File: config.mk
export PLATFORM = sky130hd
export DESIGN_NAME = ifu
export DESIGN_NICKNAME = d
export VERILOG_FILES = /design/src/rtl/ifu_pkg.sv /design/src/rtl/ifu_fifo.sv /design/src/rtl/ifu.sv
export SDC_FILE = /design/constraint.sdc
export NUM_CORES = 1
export LEC_CHECK = 0
export ABC_AREA = 0
export CAP_MARGIN = 20
export CORE_ASPECT_RATIO = 0.5
export CORE_MARGIN = 1
export CORE_UTILIZATION = 58
export CTS_BUF_LIST = sky130_fd_sc_hd__clkbuf_4 sky130_fd_sc_hd__clkbuf_8
export DETAILED_ROUTE_END_ITERATION = 10
export MAX_ROUTING_LAYER = met4
export PLACE_DENSITY_LB_ADDON = 0.3
export SLEW_MARGIN = 30
export SYNTH_ARGS = -nofsm -noshare
export SYNTH_HDL_FRONTEND = slang
export SYNTH_SLANG_ARGS = --single-unit
File: constraint.sdc
create_clock -name clk -period 7.07 [get_ports clk]
set_input_delay 1.414 -clock clk [delete_from_list [all_inputs] [get_ports clk]]
set_output_delay 1.414 -clock clk [all_outputs]
set_load 0.02 [all_outputs]
File: src/rtl/ifu_pkg.sv
// rtl/ifu_pkg.sv - shared widths, reset vector, fetch-buffer entry type and PC helpers for the ifu.
package ifu_pkg;
    localparam int PC_W   = 64;
    localparam int INSN_W = 32;

    localparam logic [PC_W-1:0] RESET_VECTOR   = 64'h8000_0000;
    localparam logic [PC_W-1:0] ALIGN_MASK     = ~64'h3;
    localparam logic [3:0]      CAUSE_MISALIGN = 4'd0;

    typedef struct packed {
        logic [INSN_W-1:0] insn;
        logic [PC_W-1:0]   pc;
    } fetch_entry_t;

    function automatic logic [PC_W-1:0] pc_next(input logic [PC_W-1:0] pc);
        return pc + PC_W'(4);
    endfunction
endpackage

File: src/rtl/ifu_fifo.sv
// rtl/ifu_fifo.sv - synchronous FIFO with push/pop/flush and occupancy count.
module ifu_fifo #(
    parameter  int WIDTH = 96,
    parameter  int DEPTH = 4,
    localparam int PW    = (DEPTH > 1) ? $clog2(DEPTH) : 1,
    localparam int CW    = $clog2(DEPTH + 1)
) (
    input  logic             clk,
    input  logic             rst,
    input  logic             push,
    input  logic             pop,
    input  logic             flush,
    input  logic [WIDTH-1:0] din,
    output logic [WIDTH-1:0] dout,
    output logic             empty,
    output logic [CW-1:0]    count
);
    logic [WIDTH-1:0] mem [DEPTH];
    logic [PW-1:0]    wr_ptr;
    logic [PW-1:0]    rd_ptr;
    logic             full;
    logic             do_pop;

    // Explicit wrap so DEPTH need not be a power of two (pc queue uses MAX_OUTST).
    function automatic logic [PW-1:0] ptr_inc(input logic [PW-1:0] p);
        return (int'(p) == DEPTH - 1) ? '0 : p + 1'b1;
    endfunction

    assign empty  = (count == '0);
    assign full   = (count == CW'(DEPTH));
    assign do_pop = pop & ~empty;
    assign dout   = mem[rd_ptr];

    always_ff @(posedge clk) begin
        if (rst || flush) begin
            wr_ptr <= '0;
            rd_ptr <= '0;
            count  <= '0;
        end else begin
            if (push) begin
                mem[wr_ptr] <= din;
                wr_ptr      <= ptr_inc(wr_ptr);
            end
            if (do_pop) begin
                rd_ptr <= ptr_inc(rd_ptr);
            end
            count <= count + CW'(push) - CW'(do_pop);
        end
    end

    always @(posedge clk) begin
        if (!rst && !flush) begin
            assert (!(push && full));
        end
    end
endmodule

File: src/rtl/ifu.sv
// rtl/ifu.sv - instruction fetch unit: PC, credit-limited imem issue, in-order buffer, redirect/drop.
// Optional misaligned-redirect exception and issue stall under IFU_MISALIGN_CHK_EN.
module ifu
    import ifu_pkg::*;
#(
    parameter logic [PC_W-1:0] RESET_PC   = RESET_VECTOR,
    parameter int              FIFO_DEPTH = 4,
    parameter int              MAX_OUTST  = 2
) (
    input  logic              clk,
    input  logic              rst,
    output logic              o_imem_req,
    output logic [PC_W-1:0]   o_imem_addr,
    input  logic              i_imem_gnt,
    input  logic              i_imem_rvalid,
    input  logic [INSN_W-1:0] i_imem_rdata,
    input  logic              i_redirect,
    input  logic [PC_W-1:0]   i_redirect_pc,
    output logic              o_valid,
    input  logic              i_ready,
    output logic [INSN_W-1:0] o_insn,
    output logic [PC_W-1:0]   o_pc,
    output logic              o_exc_misalign
);
    localparam int FCW = $clog2(FIFO_DEPTH + 1);
    localparam int OW  = $clog2(MAX_OUTST + 1);

    logic [PC_W-1:0] pc;
    logic [PC_W-1:0] target;
    logic [OW-1:0]   outst;
    logic [OW-1:0]   drop;
    logic [FCW-1:0]  fifo_cnt;
    logic            fifo_empty;
    logic            stall;
    logic            credit;
    logic            issue;
    logic            push;
    logic            pop;
    fetch_entry_t    head;
    fetch_entry_t    push_entry;
    logic [PC_W-1:0] issue_pc;
    logic [OW-1:0]   pcq_cnt;
    logic            pcq_empty;

`ifdef IFU_MISALIGN_CHK_EN
    logic misalign;

    assign target = i_redirect_pc;

    always_ff @(posedge clk) begin
        if (rst) begin
            misalign <= 1'b0;
        end else if (i_redirect) begin
            misalign <= (i_redirect_pc[1:0] != 2'b00);
        end
    end

    assign stall          = misalign;
    assign o_exc_misalign = misalign;
`else
    assign target         = i_redirect_pc & ALIGN_MASK;
    assign stall          = 1'b0;
    assign o_exc_misalign = 1'b0;
`endif

    // Buffered plus in-flight words never exceed buffer capacity, so a push always has room.
    assign credit      = (int'(fifo_cnt) + int'(outst) < FIFO_DEPTH) && (int'(outst) < MAX_OUTST);
    assign o_imem_req  = ~rst & ~i_redirect & ~stall & credit;
    assign o_imem_addr = pc;
    assign issue       = o_imem_req & i_imem_gnt;

    assign push       = i_imem_rvalid & (drop == '0) & ~i_redirect;
    assign push_entry = '{insn: i_imem_rdata, pc: issue_pc};
    assign o_valid    = ~rst & ~fifo_empty;
    assign pop        = o_valid & i_ready & ~i_redirect;
    assign o_insn     = o_valid ? head.insn : '0;
    assign o_pc       = o_valid ? head.pc : '0;

    always_ff @(posedge clk) begin
        if (rst) begin
            pc    <= RESET_PC;
            outst <= '0;
            drop  <= '0;
        end else begin
            outst <= outst + OW'(issue) - OW'(i_imem_rvalid);
            if (i_redirect) begin
                pc   <= target;
                drop <= outst - OW'(i_imem_rvalid);
            end else begin
                if (issue) begin
                    pc <= pc_next(pc);
                end
                if (i_imem_rvalid && drop != '0) begin
                    drop <= drop - 1'b1;
                end
            end
        end
    end

    ifu_fifo #(.WIDTH($bits(fetch_entry_t)), .DEPTH(FIFO_DEPTH)) u_insn_fifo (
        .clk   (clk),
        .rst   (rst),
        .push  (push),
        .pop   (pop),
        .flush (i_redirect),
        .din   (push_entry),
        .dout  (head),
        .empty (fifo_empty),
        .count (fifo_cnt)
    );

    // Every response retires the oldest in-flight PC, even when the word itself is dropped.
    ifu_fifo #(.WIDTH(PC_W), .DEPTH(MAX_OUTST)) u_pc_queue (
        .clk   (clk),
        .rst   (rst),
        .push  (issue),
        .pop   (i_imem_rvalid),
        .flush (1'b0),
        .din   (pc),
        .dout  (issue_pc),
        .empty (pcq_empty),
        .count (pcq_cnt)
    );

    always @(posedge clk) begin
        if (!rst) begin
            assert (!i_imem_rvalid || !pcq_empty);
            assert (pcq_cnt == outst);
        end
    end
endmodule

* Word level (Yosys, flattened, before mapping)
Memories as Yosys holds them, arrays and structs flattened. A register that Yosys moved wholly into a read port is not among the register bits.
Index checks and enable logic that the tools add are counted.
** Operators by class
- Add/subtract/negate cells :: 14
- $mul :: 0
- Div/mod/pow operators :: 0
- Magnitude comparators :: 2
- Eq/ne operators :: 2
- Shift-type cells :: 0
- Mux-type cells :: 20
- Bitwise operators :: 14
- Reduce and logical (&&, ||, !) cells :: 10
** Operators by type and width (number)
- $mux 64 :: 3
- $add 64x3->64 const B :: 1
- $mux 32 :: 1
- $mux 2 :: 6
- $and 1x1->1 :: 10
- $mux 1 :: 10
- $reduce_bool 2->1 :: 3
- $sub 2x1->2 :: 3
- $add 2x1->2 :: 2
- $add 2x1->2 const B :: 2
- $add 3x2->4 :: 1
- $eq 2x1->1 const B :: 2
- $logic_not 2->1 :: 2
- $lt 4x3->1 const B :: 1
- $not 1->1 :: 4
- $add 3x1->3 :: 1
- $logic_not 3->1 :: 1
- $sub 3x1->3 :: 1
- $add 1x1->1 const B :: 2
- $logic_and 1x1->1 :: 2
- $lt 2x2->1 const B :: 1
- $reduce_or 2->1 :: 1
- $sub 2x1->2 const B :: 1
- $logic_or 1x1->1 :: 1
** Word-level totals
- Register bits after elaboration :: 79
- Bits in latches :: 0
- Bits in writable memories :: 512
- Bits in read-only memories :: 0
- Input bits :: 102
- Output and inout port bits :: 163
- Word-level logic and storage cells :: 74
- Memories kept :: 2
** Memories
- u_insn_fifo.mem :: words 4, bits a word 96, rd ports 1, clocked after Yosys merged registers in 1, wr ports 1, line ifu_fifo.sv:18 : logic [WIDTH-1:0] mem [DEPTH];
- u_pc_queue.mem :: words 2, bits a word 64, rd ports 1, clocked after Yosys merged registers in 1, wr ports 1, line ifu_fifo.sv:18

* Depth between registers and ports, before layout
Gate-level depths: netlist (run 1).
- Depth after elaboration :: 8
- Gate-level depth with buffers :: 12
- Depth with buffers taken out :: 9

* Cells and area by module
Synthesis (run 1) repeated with hierarchy kept, for this count alone.
** Second synthesis, totals
- Cells, all modules :: 1405
- Area total of the unflattened synthesis :: 24320.8 um^2
** By module, submodules not included
- ifu_fifo at u_insn_fifo :: instances 1, cells an instance 548, area each 14327.5 um^2, seq. area each 11711.2 um^2
- ifu_fifo at u_pc_queue :: instances 1, cells an instance 222, area each 5171.2 um^2, seq. area each 3943.8 um^2
- ifu :: instances 1, cells an instance 635, area each 4822.1 um^2, seq. area each 1321.3 um^2

* Least setup slack after synthesis (run 1)
OpenSTA, ideal clock, no wires.
- Kind :: input to register
- Start point :: in rst
- End point :: mem u_pc_queue.mem[0][10] (netlist name), enable pin
- Library setup time :: 0.482 ns
- Arrival :: 5.409 ns
- Data required time :: 6.588 ns
- Slack :: 1.178 ns
- Cell stages on the path :: 7
- Buffers on the path :: 4
- Cells stage by stage :: clkbuf_1 -> nor2_1 -> nand3_1 -> clkbuf_1 -> clkbuf_1 -> clkbuf_1 -> nor2_1
** On the way
- Longest elaborated chain between the ends :: 7
** Ends and longest elaborated chain
- from (decl) :: line ifu.sv:11 : input logic rst,
- $not 1->1 :: line ifu.sv:68 : assign o_imem_req = ~rst & ~i_redirect & ~stall & credit;
- $and 1x1->1 (2 in series) :: line ifu.sv:68
- $and 1x1->1 :: line ifu.sv:70 : assign issue = o_imem_req & i_imem_gnt;
- $mux 1 :: line ifu_fifo.sv:40 : if (push) begin
- $mux 1 * :: line ifu_fifo.sv:35 : if (rst || flush) begin
- $mux 1 (not written as such) * :: line ifu_fifo.sv:41 : mem[wr_ptr] <= din;
- to (decl) :: line ifu_fifo.sv:18
Every way passes the cells marked *; elsewhere a longest branch is shown, timed or not.

==> key figures, run 1 <==
Outcome
  – Outcome: finished with violations
  – Violated checks: DRC

Place
  – Port-buffer cells: 257
  – GP Congestion: 0.943
  – Cells after DPL: 2169
  – Post-DP HPWL: 35.6 mm

Synth
  – Post-synth EDFFs: 500
  – Yosys warnings: 0
  – Sequential area share after synthesis: 0.702
  – Synth area leader: edfxtp_1
  – Ys async rst share: 0
  – FF+latch count, synth: 580
  – Top-area cell type share of the netlist area: 0.634
  – Mapped Cells: 1451
  – Main area contributors after synthesis: edfxtp_1 63%, mux4_2 8.9%, dfxtp_1 6.8%
  – Synth Cell Area: 0.0237 sq mm
  – Syn avg cell area: 16.3 sq um
  – Dominant synthesized flop cell: edfxtp_1
  – Distinct cells, synth: 65

Pwr
  – Sw frac: 0.238
  – Internal power: 5.51 mW
  – Leakage: 9.36 nW
  – Combinational power share: 0.099
  – Sw Pwr: 1.72 mW
  – Sequential share of power: 0.552
  – Peak VDD IR: 0.000135 V
  – Tot Pwr: 7.23 mW
  – PwrDens: 254 mW/mm^2
  – Clk pwr share: 0.349

Worst hold path
  – Hold Crit Class: reg -> reg
  – Hold Path Stages: 2
  – Hold path startpoint: u_insn_fifo.rd_ptr[1]$_SDFFE_PP0P_

Clocking
  – CTS sink count: 580
  – Clock tree from TritonCTS: yes
  – CTS Hold Bufs: 0
  – H-tree Lvls: 3
  – Reg clk slew, reported paths: 0.06 ns
  – Setup Fix Bufs, Post-CTS: 0
  – CTS Buf Count: 78
  – Resize count post-CTS: 0
  – Worst skew pair latency: 0.64 ns
  – Clk root buf: clkbuf_8
  – CTS max path bufs: 3

Global route
  – Total Routing Usage GR: 0.287
  – Initial antenna violation count: 0
  – First-pass GRT wire length: 86.7 mm
  – Overflow after GRT: 0
  – Largest net degree at the start of global routing: 97
  – Vias in the first global route: 14700

Run
  – Number of max-cap violations: 0

Floorplanning
  – Die area: 0.0417 sq mm
  – Initial Utilization: 0.599
  – # rows: 51
  – Die Wd: 288 um
  – Die Span Y: 145 um
  – Core area: 0.0396 sq mm
  – I/O pins: 265

STA
  – Measured slew at the worst slew-check pin: 0.916 ns
  – Fin crit period: 4.89 ns
  – Fmax: 205 MHz
  – Setup Total Neg Slack: 0 ns
  – Final period utilization: 0.691
  – Relative slew slack: 0.387
  – Smallest hold slack: 0.506 ns
  – Hold Vio Cnt, Final: 0
  – Final setup fails: 0
  – RSZ-0062 raised after global routing: false
  – Slew Viols, Final: 0
  – Final Skew: 0.0198 ns

Setup path
  – Req. time, crit path: 5.66 ns
  – Slowest Stage Delay on Critical Path: 0.64 ns
  – Crit path DAT: 3.47 ns
  – Crit-path cells: buf_16 > buf_4 > mux4_2 > and3_1 > clkdlybuf4s50_1
  – Setup slack, reg-to-reg: 3.66 ns
  – R2r worst-path depth: 7
  – Slowest CP cell: dfxtp_4
  – CP Capture Type: output pin
  – R2r startpoint: outst[1]$_SDFF_PP0_
  – Crit-path max FO: 28
  – Worst setup SP type: flop
  – Reg-to-reg endpoint: u_pc_queue.mem[1][56]$_DFFE_PP_
  – CP Class: reg -> out

Finish
  – Layout area overhead: 20.2%
  – Layout cells sized above 1: 0.189
  – Final core utilization: 0.720
  – Final Non-Filler Cells: 2310
  – Final Net Count: 1837
  – # diodes: 0

Detailed routing
  – First drt pass iteration count: 8
  – DRC: 14
  – Average wire per standard cell: 24.9 um
  – Vias/cell: 6.34
  – Via count: 14600
  – WL final: 57.6 mm
  – Final ANT Viol Nets: 0
  – DRT iter0 DRCs: 1389
==> registers in the layout, summed over array words and instances, names as in the netlist, named ones only <==
name                flops
o_imem_addr            62
outst                   2
u_pc_queue.wr_ptr       1
u_insn_fifo.mem       376
u_pc_queue.count        2
drop                    2
u_pc_queue.mem        124
u_insn_fifo.rd_ptr      2
u_pc_queue.rd_ptr       1
u_insn_fifo.count       3
u_insn_fifo.wr_ptr      2
==> placed cells by master, fill, tap and decap left out, types with 15 or more instances in the layout <==
| cell | netlist | final |
|---|---|---|
| and2_1 | 18 | 17 |
| nor4_1 | 29 | 27 |
| a31oi_1 | 25 | 25 |
| a21oi_1 | 17 | 17 |
| nor2_1 | 49 | 48 |
| nand3_1 | 40 | 39 |
| inv_1 | 21 | 20 |
| mux4_2 | 94 | 94 |
| clkbuf_4 | 0 | 26 |
| nand2_1 | 62 | 62 |
| ha_1 | 15 | 15 |
| dfxtp_1 | 80 | 77 |
| clkinv_1 | 2 | 18 |
| and3_1 | 114 | 110 |
| xnor2_1 | 17 | 17 |
| nand4_1 | 38 | 38 |
| clkbuf_8 | 0 | 89 |
| clkdlybuf4s50_1 | 0 | 256 |
| mux2_2 | 63 | 63 |
| edfxtp_1 | 500 | 500 |
==> metrics by stage <==
stage,cell area [sq um],worst slack (ns)
finish,28500,2.18
detailed placement,26900,2.21
CTS,28500,2.08
global placement,26800,2.24
floorplan,23700,1.18
global route,28500,1.95
==> routing by layer <==
layer | track usage | up-vias | routed length [um]
li1 | - | 6357 | -
met1 | 0.375 | 7456 | 23200
met2 | 0.466 | 691 | 28600
met3 | 0.0444 | 141 | 4020
met4 | 0.103 | 0 | 1750
met5 | - | - | 0
==> power groups by stage <==
stage / registers (mW) / clock network [mW] / logic (mW)
global route: 4.00 / 2.71 / 0.769
CTS: 3.99 / 2.57 / 0.719
finish: 3.99 / 2.52 / 0.719
global placement: 4.05 / 0 / 0.684
floorplan: 4.05 / 0 / 0.419
detailed placement: 4.06 / 0 / 0.714
==> cell type report <==
class | instances | area [sq um]
fillers | 2454 | 11100
flip-flops and latches | 580 | 16600
repair buffers | 282 | 2890
clock buffers | 115 | 1420
clock inverters | 26 | 129
well taps | 530 | 663
multi-input cells | 754 | 6660
inverters | 23 | 86.3
==> how the worst max path moves through the flow <==
stage / startpoint / endpoint / slack, ns / cells past startpoint
global route: flop / o_pc[21] / 1.95 / 5
CTS: flop / o_pc[21] / 2.08 / 5
finish: flop / o_insn[1] / 2.18 / 5
global placement: i_redirect / o_imem_req / 2.24 / 5
floorplan: rst / u_pc_queue.mem[0][10]$_DFFE_PP_ / 1.18 / 7
detailed placement: i_redirect / u_pc_queue.mem[1][58]$_DFFE_PP_ / 2.21 / 8
==> cells by family after synthesis <==
kind of cell / Yosys count / synth area share
AOI/OAI and AO/OA: 121 / 0.0361
buffers and inverters: 121 / 0.0200
xor gates and xnor gates: 31 / 0.0115
muxes: 163 / 0.122
DFF: 580 / 0.702
other: 1 / 0.000158
adders and majority gates: 16 / 0.00877
and+or+nand+nor: 418 / 0.100
==> critical path: cells and delay by family (launching register included) <==
| kind | cells | cell delay, ns |
|---|---|---|
| flip-flops | 1 | 0.64 |
| buffers and inverters | 3 | 1.36 |
| AND/OR/NAND/NOR | 1 | 0.21 |
| multiplexers | 1 | 0.58 |
==> cells in the mapped netlist (all sizes together), types with 15 or more instances <==
master,n
nor4,30
and3,115
mux4,94
xnor2,17
ha,15
buf,22
inv,21
nand3,40
clkbuf,76
nand4,40
nor2,49
a21oi,17
mux2,63
and2,18
nand2,62
edfxtp,500
a31oi,25
dfxtp,80
Power figures use the tool's default switching activity.
==> run 2: changes to the inputs <==
--- a/config.mk
+++ b/config.mk
@@ -9,7 +9,7 @@
 export CAP_MARGIN = 20
 export CORE_ASPECT_RATIO = 0.5
 export CORE_MARGIN = 1
-export CORE_UTILIZATION = 58
+export CORE_UTILIZATION = 53
 export CTS_BUF_LIST = sky130_fd_sc_hd__clkbuf_4 sky130_fd_sc_hd__clkbuf_8
 export DETAILED_ROUTE_END_ITERATION = 10
 export MAX_ROUTING_LAYER = met4
==> constraint.sdc (replaced) <==
create_clock -name clk -period 4 [get_ports clk]
set_input_delay 0.8 -clock clk [delete_from_list [all_inputs] [get_ports clk]]
set_output_delay 0.8 -clock clk [all_outputs]
set_load 0.02 [all_outputs]
==> run 2 against run 1 <==
  * The flow still finishes with violations (DRC)
  * Die area rose by 9.3%
  * Clock skew about the same
  * Design area is 1.0% higher
  * Critical path type unchanged
==> key figures, run 2 (synthesis results as in run 1) <==
Floorplanning
  – I/O pins: 265
  – Core area: 0.0438 sq mm
  – Die area: 0.0456 sq mm
  – Initial Utilization: 0.540
  – Die Span Y: 151 um
  – # rows: 54
  – Die Wd: 301 um

Setup path
  – Worst setup SP type: flop
  – Req. time, crit path: 3.20 ns
  – CP Class: reg -> out
  – Slowest Stage Delay on Critical Path: 0.68 ns
  – Crit-path cells: buf_12 > mux4_2 > and3_1 > clkdlybuf4s50_1
  – Crit-path leading delay family: buffers and inverters
  – WP buf/inv: 2
  – CP Capture Type: output pin
  – Crit path DAT: 3.02 ns
  – Slowest CP cell: dfxtp_4
  – Setup slack, reg-to-reg: 1.09 ns
  – Crit-path max FO: 31

STA
  – Final period utilization: 0.955
  – Relative slew slack: 0.339
  – Final setup fails: 0
  – Fin crit period: 3.82 ns
  – Final Skew: 0.0198 ns
  – Fmax: 262 MHz
  – Slew Viols, Final: 0
  – Setup Total Neg Slack: 0 ns
  – Hold Vio Cnt, Final: 0
  – Measured slew at the worst slew-check pin: 0.983 ns
  – RSZ-0062 raised after global routing: false

Pwr
  – PwrDens: 446 mW/mm^2
  – Leakage: 9.51 nW
  – Peak VDD IR: 0.000213 V

Global route
  – Largest net degree at the start of global routing: 71
  – First-pass GRT wire length: 86.2 mm
  – Vias in the first global route: 14600
  – Total Routing Usage GR: 0.262
  – Overflow after GRT: 0
  – Initial antenna violation count: 1

Clocking
  – CTS Hold Bufs: 0
  – H-tree Lvls: 3
  – Worst skew pair latency: 0.63 ns
  – CTS Buf Count: 79
  – Clock tree from TritonCTS: yes
  – CTS sink count: 580
  – CTS max path bufs: 3
  – Reg clk slew, reported paths: 0.07 ns
  – Clk root buf: clkbuf_8
  – Setup Fix Bufs, Post-CTS: 0
  – Resize count post-CTS: 0

Detailed routing
  – DRC: 13
  – Final ANT Viol Nets: 0
  – DRT iter0 DRCs: 1227
  – Average wire per standard cell: 24.4 um
  – Via count: 14600
  – WL final: 58.4 mm
  – Vias/cell: 6.09
  – First drt pass iteration count: 8

Finish
  – Max FFs per register: 376
  – Layout area overhead: 21.4%
  – Commonest non-fill, non-tap cell in the layout: edfxtp_1
  – Final core utilization: 0.656
  – Layout cells sized above 1: 0.201
  – Most frequent cells in the layout: 500 x edfxtp_1, 256 x clkdlybuf4s50_1, 110 x and3_1, 94 x mux4_2, 85 x clkbuf_8
  – Largest Register: u_insn_fifo.mem
  – Final Net Count: 1860

Outcome
  – Outcome: finished with violations
  – Violated checks: DRC

Worst hold path
  – Hold Crit Class: reg -> reg

Place
  – Post-DP HPWL: 37.1 mm
  – GP Congestion: 0.947
  – Port-buffer cells: 257

Run
  – Number of max-cap violations: 0
[run 2: cell types whose count changed in the layout (fill, tap and decap cells not counted), sizes merged]
cell    before  now
buf         26   48
bufinv       0    1
clkbuf     115  120
clkinv      24   23
diode        0    2
inv         23   21
[run 2: final timing paths]
path,to,cells after the start,startpoint
max,o_pc[44],4,flop
min,flop,2,u_insn_fifo.rd_ptr[1]$_SDFFE_PP0P_
min reg2reg,flop,2,u_insn_fifo.rd_ptr[1]$_SDFFE_PP0P_
max reg2reg,u_insn_fifo.count[2]$_SDFF_PP0_,9,u_insn_fifo.count[1]$_SDFF_PP0_
[run 2: area by class of cell]
| type | count | area (sq um) |
|---|---|---|
| multi-input combinational | 754 | 6650 |
| timing repair buffer | 304 | 3080 |
| antenna | 2 | 5.00 |
| fill | 3001 | 15100 |
| sequential | 580 | 16600 |
| clock inverter | 24 | 140 |
| clock buffer | 120 | 1430 |
| inverter | 23 | 87.6 |
| tap | 588 | 736 |
[run 2: report_power, final]
part           switching [mW]  internal, mW  total, mW
sequential              0.160          6.89       7.05
clock                    2.13          2.36       4.48
combinational           0.725         0.580       1.30
total                    3.01          9.83       12.8
[run 2: worst register-to-register path: stages (launching register included)]
cell and delay, ns:
dfxtp_1 0.34, or3_2 0.69, buf_4 0.35, and3_1 0.28, ha_1 0.29, inv_1 0.04
ha_1 0.21, fa_1 0.38, xnor2_1 0.17, nor2_1 0.05
[run 2: layer usage]
layer,vias up,track usage,routed length (um)
li1,6418,-,-
met1,7393,0.333,23400
met2,641,0.429,29300
met3,139,0.0476,3940
met4,0,0.0980,1770
met5,-,-,0
[run 2: stage by stage]
step	total power, mW	cell area, sq um	hold WS (ns)	cells	setup slack [ns]
5_1_grt	13.3	28800	0.552	2395	0.00954
6_report	12.8	28800	0.511	2395	0.181
2_1_floorplan	7.90	23700	0.463	1455	0.441
3_3_place_gp	8.42	27200	0.471	2249	0.654
3_5_place_dp	8.48	27200	0.502	2249	0.655
4_1_cts	12.9	28700	0.522	2393	0.0848
